File: config.mk
export PLATFORM = sky130hd
export DESIGN_NAME = l2_mem_arbiter
export DESIGN_NICKNAME = d
export VERILOG_FILES = /design/src/rtl/l2_mem_arbiter.sv
export SDC_FILE = /design/constraint.sdc
export NUM_CORES = 1
export LEC_CHECK = 0
export CORE_AREA = 2 2 338 340
export DETAILED_ROUTE_END_ITERATION = 7
export DIE_AREA = 0 0 340 342
export DONT_BUFFER_PORTS = 1
export PLACE_DENSITY = 0.31
export SYNTH_ARGS = -nofsm -noshare
export SYNTH_HDL_FRONTEND = slang
export SYNTH_SLANG_ARGS = --single-unit
File: constraint.sdc
create_clock -name clk -period 5.2 [get_ports clk]
set_input_delay 1.04 -clock clk [delete_from_list [all_inputs] [get_ports clk]]
set_output_delay 1.04 -clock clk [all_outputs]
set_load 0.01 [all_outputs]
File: src/rtl/l2_mem_arbiter.sv
// rtl/l2_mem_arbiter.sv - I-cache / D-cache line-miss arbiter in front of a single L2 port
// One line transaction at a time; round-robin on ties unless D_PRIO forces D to win.
module l2_mem_arbiter #(
  parameter int AW     = 28,
  parameter int DW     = 128,
  parameter bit D_PRIO = 1'b0
) (
  input  logic          clk,
  input  logic          rst,
  input  logic          i_read,
  input  logic          i_write,
  input  logic [AW-1:0] i_addr,
  input  logic [DW-1:0] i_wdata,
  output logic [DW-1:0] i_rdata,
  output logic          i_ready,
  input  logic          d_read,
  input  logic          d_write,
  input  logic [AW-1:0] d_addr,
  input  logic [DW-1:0] d_wdata,
  output logic [DW-1:0] d_rdata,
  output logic          d_ready,
  output logic          mem_read,
  output logic          mem_write,
  output logic [AW-1:0] mem_addr,
  output logic [DW-1:0] mem_wdata,
  input  logic [DW-1:0] mem_rdata,
  input  logic          mem_ready,
  output logic          grant_d
);

  typedef enum logic [1:0] {IDLE, BUSY_I, BUSY_D, DONE} state_t;

  state_t state, state_nxt;
  logic   last_d, last_d_nxt;
  logic   req_i, req_d;
  logic   take_i, take_d;

  always_ff @(posedge clk) begin
    if (rst) begin
      state  <= IDLE;
      last_d <= 1'b1;
    end else begin
      state  <= state_nxt;
      last_d <= last_d_nxt;
    end
  end

  always_comb begin
    state_nxt  = state;
    last_d_nxt = last_d;
    take_i     = 1'b0;
    take_d     = 1'b0;
    req_i      = i_read | i_write;
    req_d      = d_read | d_write;
    case (state)
      IDLE: begin
        if (req_i && req_d) begin
          // the round-robin pointer only moves when both sides compete
          if (D_PRIO || !last_d) take_d = 1'b1;
          else                   take_i = 1'b1;
          if (!D_PRIO) last_d_nxt = take_d;
        end else if (req_i) begin
          take_i = 1'b1;
        end else if (req_d) begin
          take_d = 1'b1;
        end
        if (take_d)      state_nxt = BUSY_D;
        else if (take_i) state_nxt = BUSY_I;
      end
      BUSY_I, BUSY_D: begin
        if (mem_ready) state_nxt = DONE;
      end
      DONE:    state_nxt = IDLE;
      default: state_nxt = IDLE;
    endcase
  end

  always_ff @(posedge clk) begin
    if (rst) begin
      mem_read  <= 1'b0;
      mem_write <= 1'b0;
      mem_addr  <= '0;
      mem_wdata <= '0;
      grant_d   <= 1'b0;
      i_rdata   <= '0;
      i_ready   <= 1'b0;
      d_rdata   <= '0;
      d_ready   <= 1'b0;
    end else begin
      i_ready <= 1'b0;
      d_ready <= 1'b0;
      if (take_i || take_d) begin
        // a simultaneous read+write request is served as the write
        mem_addr  <= take_d ? d_addr  : i_addr;
        mem_wdata <= take_d ? d_wdata : i_wdata;
        mem_write <= take_d ? d_write : i_write;
        mem_read  <= take_d ? (d_read & ~d_write) : (i_read & ~i_write);
        grant_d   <= take_d;
      end
      if ((state == BUSY_I || state == BUSY_D) && mem_ready) begin
        mem_read  <= 1'b0;
        mem_write <= 1'b0;
        grant_d   <= 1'b0;
        if (state == BUSY_D) begin
          d_rdata <= mem_rdata;
          d_ready <= 1'b1;
        end else begin
          i_rdata <= mem_rdata;
          i_ready <= 1'b1;
        end
      end
    end
  end

endmodule

# Word level (Yosys, flattened, before mapping)
# Cells that the tools add are included.
# classes
shift,0
bitwise,8
muxes,21
n_lt_le_gt_ge,0
reduce_logical,12
div,0
add_sub_neg,0
n_mul,0
eq_ne,5
# op_table
cell,count
128-bit two-way mux,1
28-bit two-way mux,1
1-bit two-way mux,15
2-bit AND reduction,4
2-bit two-way mux,3
2-bit one-hot mux with 3 select lines,1
2-bit OR reduction,3
"2-bit == test, second input constant",2
1-bit NOT,4
"3-bit by 1-bit != test with 1-bit output, second input constant",1
1-bit bitwise AND,2
"2-bit by 1-bit == test with 1-bit output, second input constant",1
1-bit logical AND,2
2-bit logical NOT,1
1-bit logical OR,2
"2-bit != test, second input constant",1
1-bit OR,2
# totals
mem_count,0
input_bits,447
latchBits,0
ramBits,0
romBits,0
word_cells,57
ff_bits,420

# Logic depth before layout (Yosys ltp)
# depth
word_depth,7
ltp_mapped,8

# Worst setup path before layout
# OpenSTA, ideal clock, no wires.
# synth_timing
path_kind,input -> register
start,input d_write
end,register mem_wdata[25]
path_slack_ns,3.029
cell_stages,7
t_arrival_ns,2.052
setup_ns,0.119
path_cell_list,or2_1 -> and3_1 -> buf_2 -> buf_6 -> buf_6 -> o221ai_2 -> nand2_1
# synth_between
elab_chain_cells,7
word_cells_on_any_way,12
# synth_rtl
element,line_no,rtl
from (decl),17,"input logic d_write,"
1-bit OR (*),54,req_d = d_read | d_write;
1-bit two-way mux,64,end else if (req_d) begin
1-bit two-way mux,62,end else if (req_i) begin
1-bit two-way mux,57,if (req_i && req_d) begin
1-bit two-way mux (2 in series),55,case (state)
128-bit two-way mux or 1-bit logical OR (tied branches),"95, 92",
to (signal assigned),95,mem_wdata <= take_d ? d_wdata : i_wdata;
to (decl),25,"output logic [DW-1:0] mem_wdata,"
# Mark *: on every way between the ends. The rest lies on a longest branch, timed or not. The select of a mux whose other input is x is not followed.
# A chain may end at the register's enable or synchronous reset.

# Worst setup path in the final report
# layout_timing
start,register state[0]
end,register mem_wdata[109]
# layout_between
elab_chain_cells,3
word_cells_on_any_way,5
# layout_rtl
element,line_no,rtl
from (decl),33,"state_t state, state_nxt;"
from (signal assigned),43,state <= state_nxt;
2-bit logical NOT (*),55,
1-bit two-way mux,55,
128-bit two-way mux or 1-bit logical OR (tied branches),"95, 92",
# Mark *: on every way between the ends. The rest lies on a longest branch, timed or not.

==> flow_metrics.env <==
export IMPL_cp_slowest_cell="nor2_4"
export IMPL_cts_buffer_depth=3
export IMPL_synth_xor_area_share_pct=0.0569
export IMPL_cp_num_buf_inv=2
export IMPL_syn_area_mm2=0.0154
export IMPL_grt_max_degree=265
export IMPL_finalSetupTns_ns=0
export IMPL_cts_setup_buffers=0
export IMPL_yosysWarnings=0
export IMPL_overflow=0
export IMPL_cp_required_ns=5.73
export IMPL_cts_hold_buf=0
export IMPL_worst_hold_slack_ns=0.455
export IMPL_path_clk_slew_ns=0.05
export IMPL_synth_top_family_by_area="simple AND/OR/NAND/NOR gates"
export IMPL_drcViolationCount=0
export IMPL_cts_resized=0
export IMPL_muxShareOfSynthArea_pct=0
export IMPL_dpl_hpwl_um=53700
export IMPL_die_area_mm2=0.116
export IMPL_num_vias=13000
export IMPL_antenna_found_initial=5
export IMPL_cp_max_fo=119
export IMPL_yosysUniqueCellTypes=30
export IMPL_vdd_drop_max_uv=236
export IMPL_htree_levels=2
export IMPL_place_ws_ns=2.16
export IMPL_num_io_pins=864
export IMPL_startpoint_type="flop"
export IMPL_worstSkewPairLatency_ns=0.61
export IMPL_finClkSkew_ns=0.0156
export IMPL_tightest_slew_ns=1.18
export IMPL_root_buffer="clkbuf_16"
export IMPL_finalCritPeriodShare_pct=54.3
export IMPL_synth_adder_area_share_pct=0.162
export IMPL_layout_commonest_cell="nand2_1"
export IMPL_relSlewSlack_pct=21.4
export IMPL_hold_viol=0
export IMPL_final_setup_worst_slack_ns=2.38
export IMPL_post_route_util_pct=16.2
export IMPL_max_freq_mhz=354
export IMPL_crit_type="flop to flop"
export IMPL_drive_gt1_share_pct=6.20
export IMPL_detailed_place_area_mm2=0.0166
export IMPL_hold_class="flop to flop"
export IMPL_coreArea_mm2=0.113
export IMPL_syn_avg_cell_area_um2=8.30
export IMPL_slew_viol_final=0
export IMPL_setup_viol=0
export IMPL_io_buffers=0
export IMPL_wl_per_cell_um=21.8
export IMPL_slowest_delay_ns=0.67
export IMPL_leakage_nw=6.30
export IMPL_synth_compound_area_share_pct=18.2
export IMPL_area_delta_synth_final_pct=19.1
export IMPL_initial_core_util_pct=13.6
export IMPL_power_density_mw_per_mm2=590
export IMPL_mostFrequentLayoutCells="828 x nand2_1, 420 x dfxtp_1, 259 x a21oi_1"
export IMPL_clock_sinks=420
export IMPL_drt_iter0_drc=610
export IMPL_wl_um=72400
export IMPL_synth_nets=2305
export IMPL_chipWidth_um=340
export IMPL_max_cap_violations=0
export IMPL_status="complete, no violations"
export IMPL_place_gp_congestion=0.850
export IMPL_crit_chain="inv_1 -> ha_1 -> o41ai_4 -> nor2_4 -> buf_12 -> o221ai_1 -> nand2_1"
export IMPL_rsz0062_at_grt="false"
export IMPL_critical_path_arrival_ns=3.35
export IMPL_syn_inst=1856
export IMPL_period_needed_ns=2.82
export IMPL_ys_seq_area_share_pct=54.6
export IMPL_die_h_um=342
export IMPL_nNetsFinal=2219
export IMPL_drt_first_pass_iters=5
export IMPL_synth_seq_cells=420
export IMPL_yosys_area_share_simple_pct=21.0
export IMPL_final_antenna_net_count=0
export IMPL_avgViaCountPerCell=3.89
export IMPL_fillers=12800
export IMPL_cts_tree="yes"
export IMPL_grt_pass1_vias=13000
export IMPL_fin_area_mm2=0.0183
export IMPL_crit_path_end_kind="flop"
export IMPL_grt_usage_pct=11.8
export IMPL_grt_pass1_wl_um=99300
export IMPL_cp_top_family="simple AND/OR/NAND/NOR gates"
export IMPL_rows=124
export IMPL_cts_made_buffers=52
[flip-flops by register name, summed over array words and instances (netlist names), 2 cells and up]
register / cells
i_rdata: 128
mem_wdata: 128
state: 2
mem_addr: 28
d_rdata: 128
[Yosys cell counts]
cell type / n / area, µm²
nand3_1: 1 / 5.00
buf_1: 5 / 18.8
ha_1: 2 / 25.0
buf_8: 11 / 165
o221ai_2: 10 / 150
nor2b_1: 2 / 12.5
a22oi_1: 1 / 7.51
nand3b_1: 1 / 7.51
nor2_1: 10 / 37.5
inv_1: 2 / 7.51
buf_2: 41 / 205
o21ai_1: 1 / 5.00
buf_6: 20 / 225
o41ai_4: 1 / 27.5
nand2b_1: 4 / 25.0
o211ai_1: 1 / 7.51
a31o_2: 1 / 8.76
or2_1: 2 / 12.5
o21ai_0: 3 / 15.0
xor2_1: 1 / 8.76
and3_1: 2 / 12.5
and2b_2: 1 / 8.76
clkbuf_4: 1 / 7.51
a21oi_1: 259 / 1300
nand2_1: 829 / 3110
a211oi_1: 1 / 7.51
clkbuf_1: 76 / 285
o221ai_1: 146 / 1280
dfxtp_1: 420 / 8410
or3_1: 1 / 6.26
[cell families (layout without fill, tap and decap cells)]
family	after synthesis	after routing
DFF	420	420
xor gates and xnor gates	1	1
adders and majority gates	2	2
AOI/OAI and AO/OA	424	424
other	0	9
and+or+nand+nor	853	853
buffers and inverters	156	107
[worst register-to-register path: cells and delay by family (launching register included)]
kind,cells,cell delay (ns)
fa+ha+maj,1,0.42
buf+inv,2,0.50
compound gates,2,0.72
flops,1,0.31
simple gates,2,0.81
[cell type report]
type                       count  area, µm²  share of cell area (%)
antenna                        9       22.5                   0.123
clock buffer                  76       1510                    8.25
clock inverter                15        171                   0.934
inverter                       2       7.51                  0.0409
multi-input combinational   1280       6130                    33.4
sequential                   420       8410                    45.8
tap                         1512       1890                    10.3
timing repair buffer          14        205                    1.12
[stage by stage]
stage,total power [mW],std cells
global route,11.5,3325
floorplan,6.42,1856
CTS,11.1,3319
global placement,7.34,3228
detailed placement,7.39,3228
finish,10.8,3328
[power by group]
| group | leakage, nW | internal [mW] | switching, mW |
|---|---|---|---|
| Combinational | 2.06 | 0.568 | 1.37 |
| Sequential | 3.43 | 4.01 | 1.25 |
| Clock | 0.816 | 2.15 | 1.47 |
| Total | 6.30 | 6.74 | 4.10 |
[worst paths after layout]
| kind | slack [ns] | startpoint | cells after the start | to |
|---|---|---|---|---|
| max reg2reg | 2.38 | state[0] | 7 | mem_wdata[109] |
| min | 0.46 | state[0] | 2 | state[0] |
| max | 2.38 | state[0] | 7 | mem_wdata[109] |
| min reg2reg | 0.46 | state[0] | 2 | state[0] |
[metal layers]
| metal | GRT usage (%) | up-vias | wire length [µm] |
|---|---|---|---|
| met5 | 0 | - | 0 |
| met4 | 5.21 | 0 | 3190 |
| met3 | 5.83 | 105 | 8640 |
| met2 | 20.5 | 678 | 35600 |
| met1 | 11.9 | 6094 | 25000 |
| li1 | - | 6085 | - |
Power figures use the tool's default switching activity.
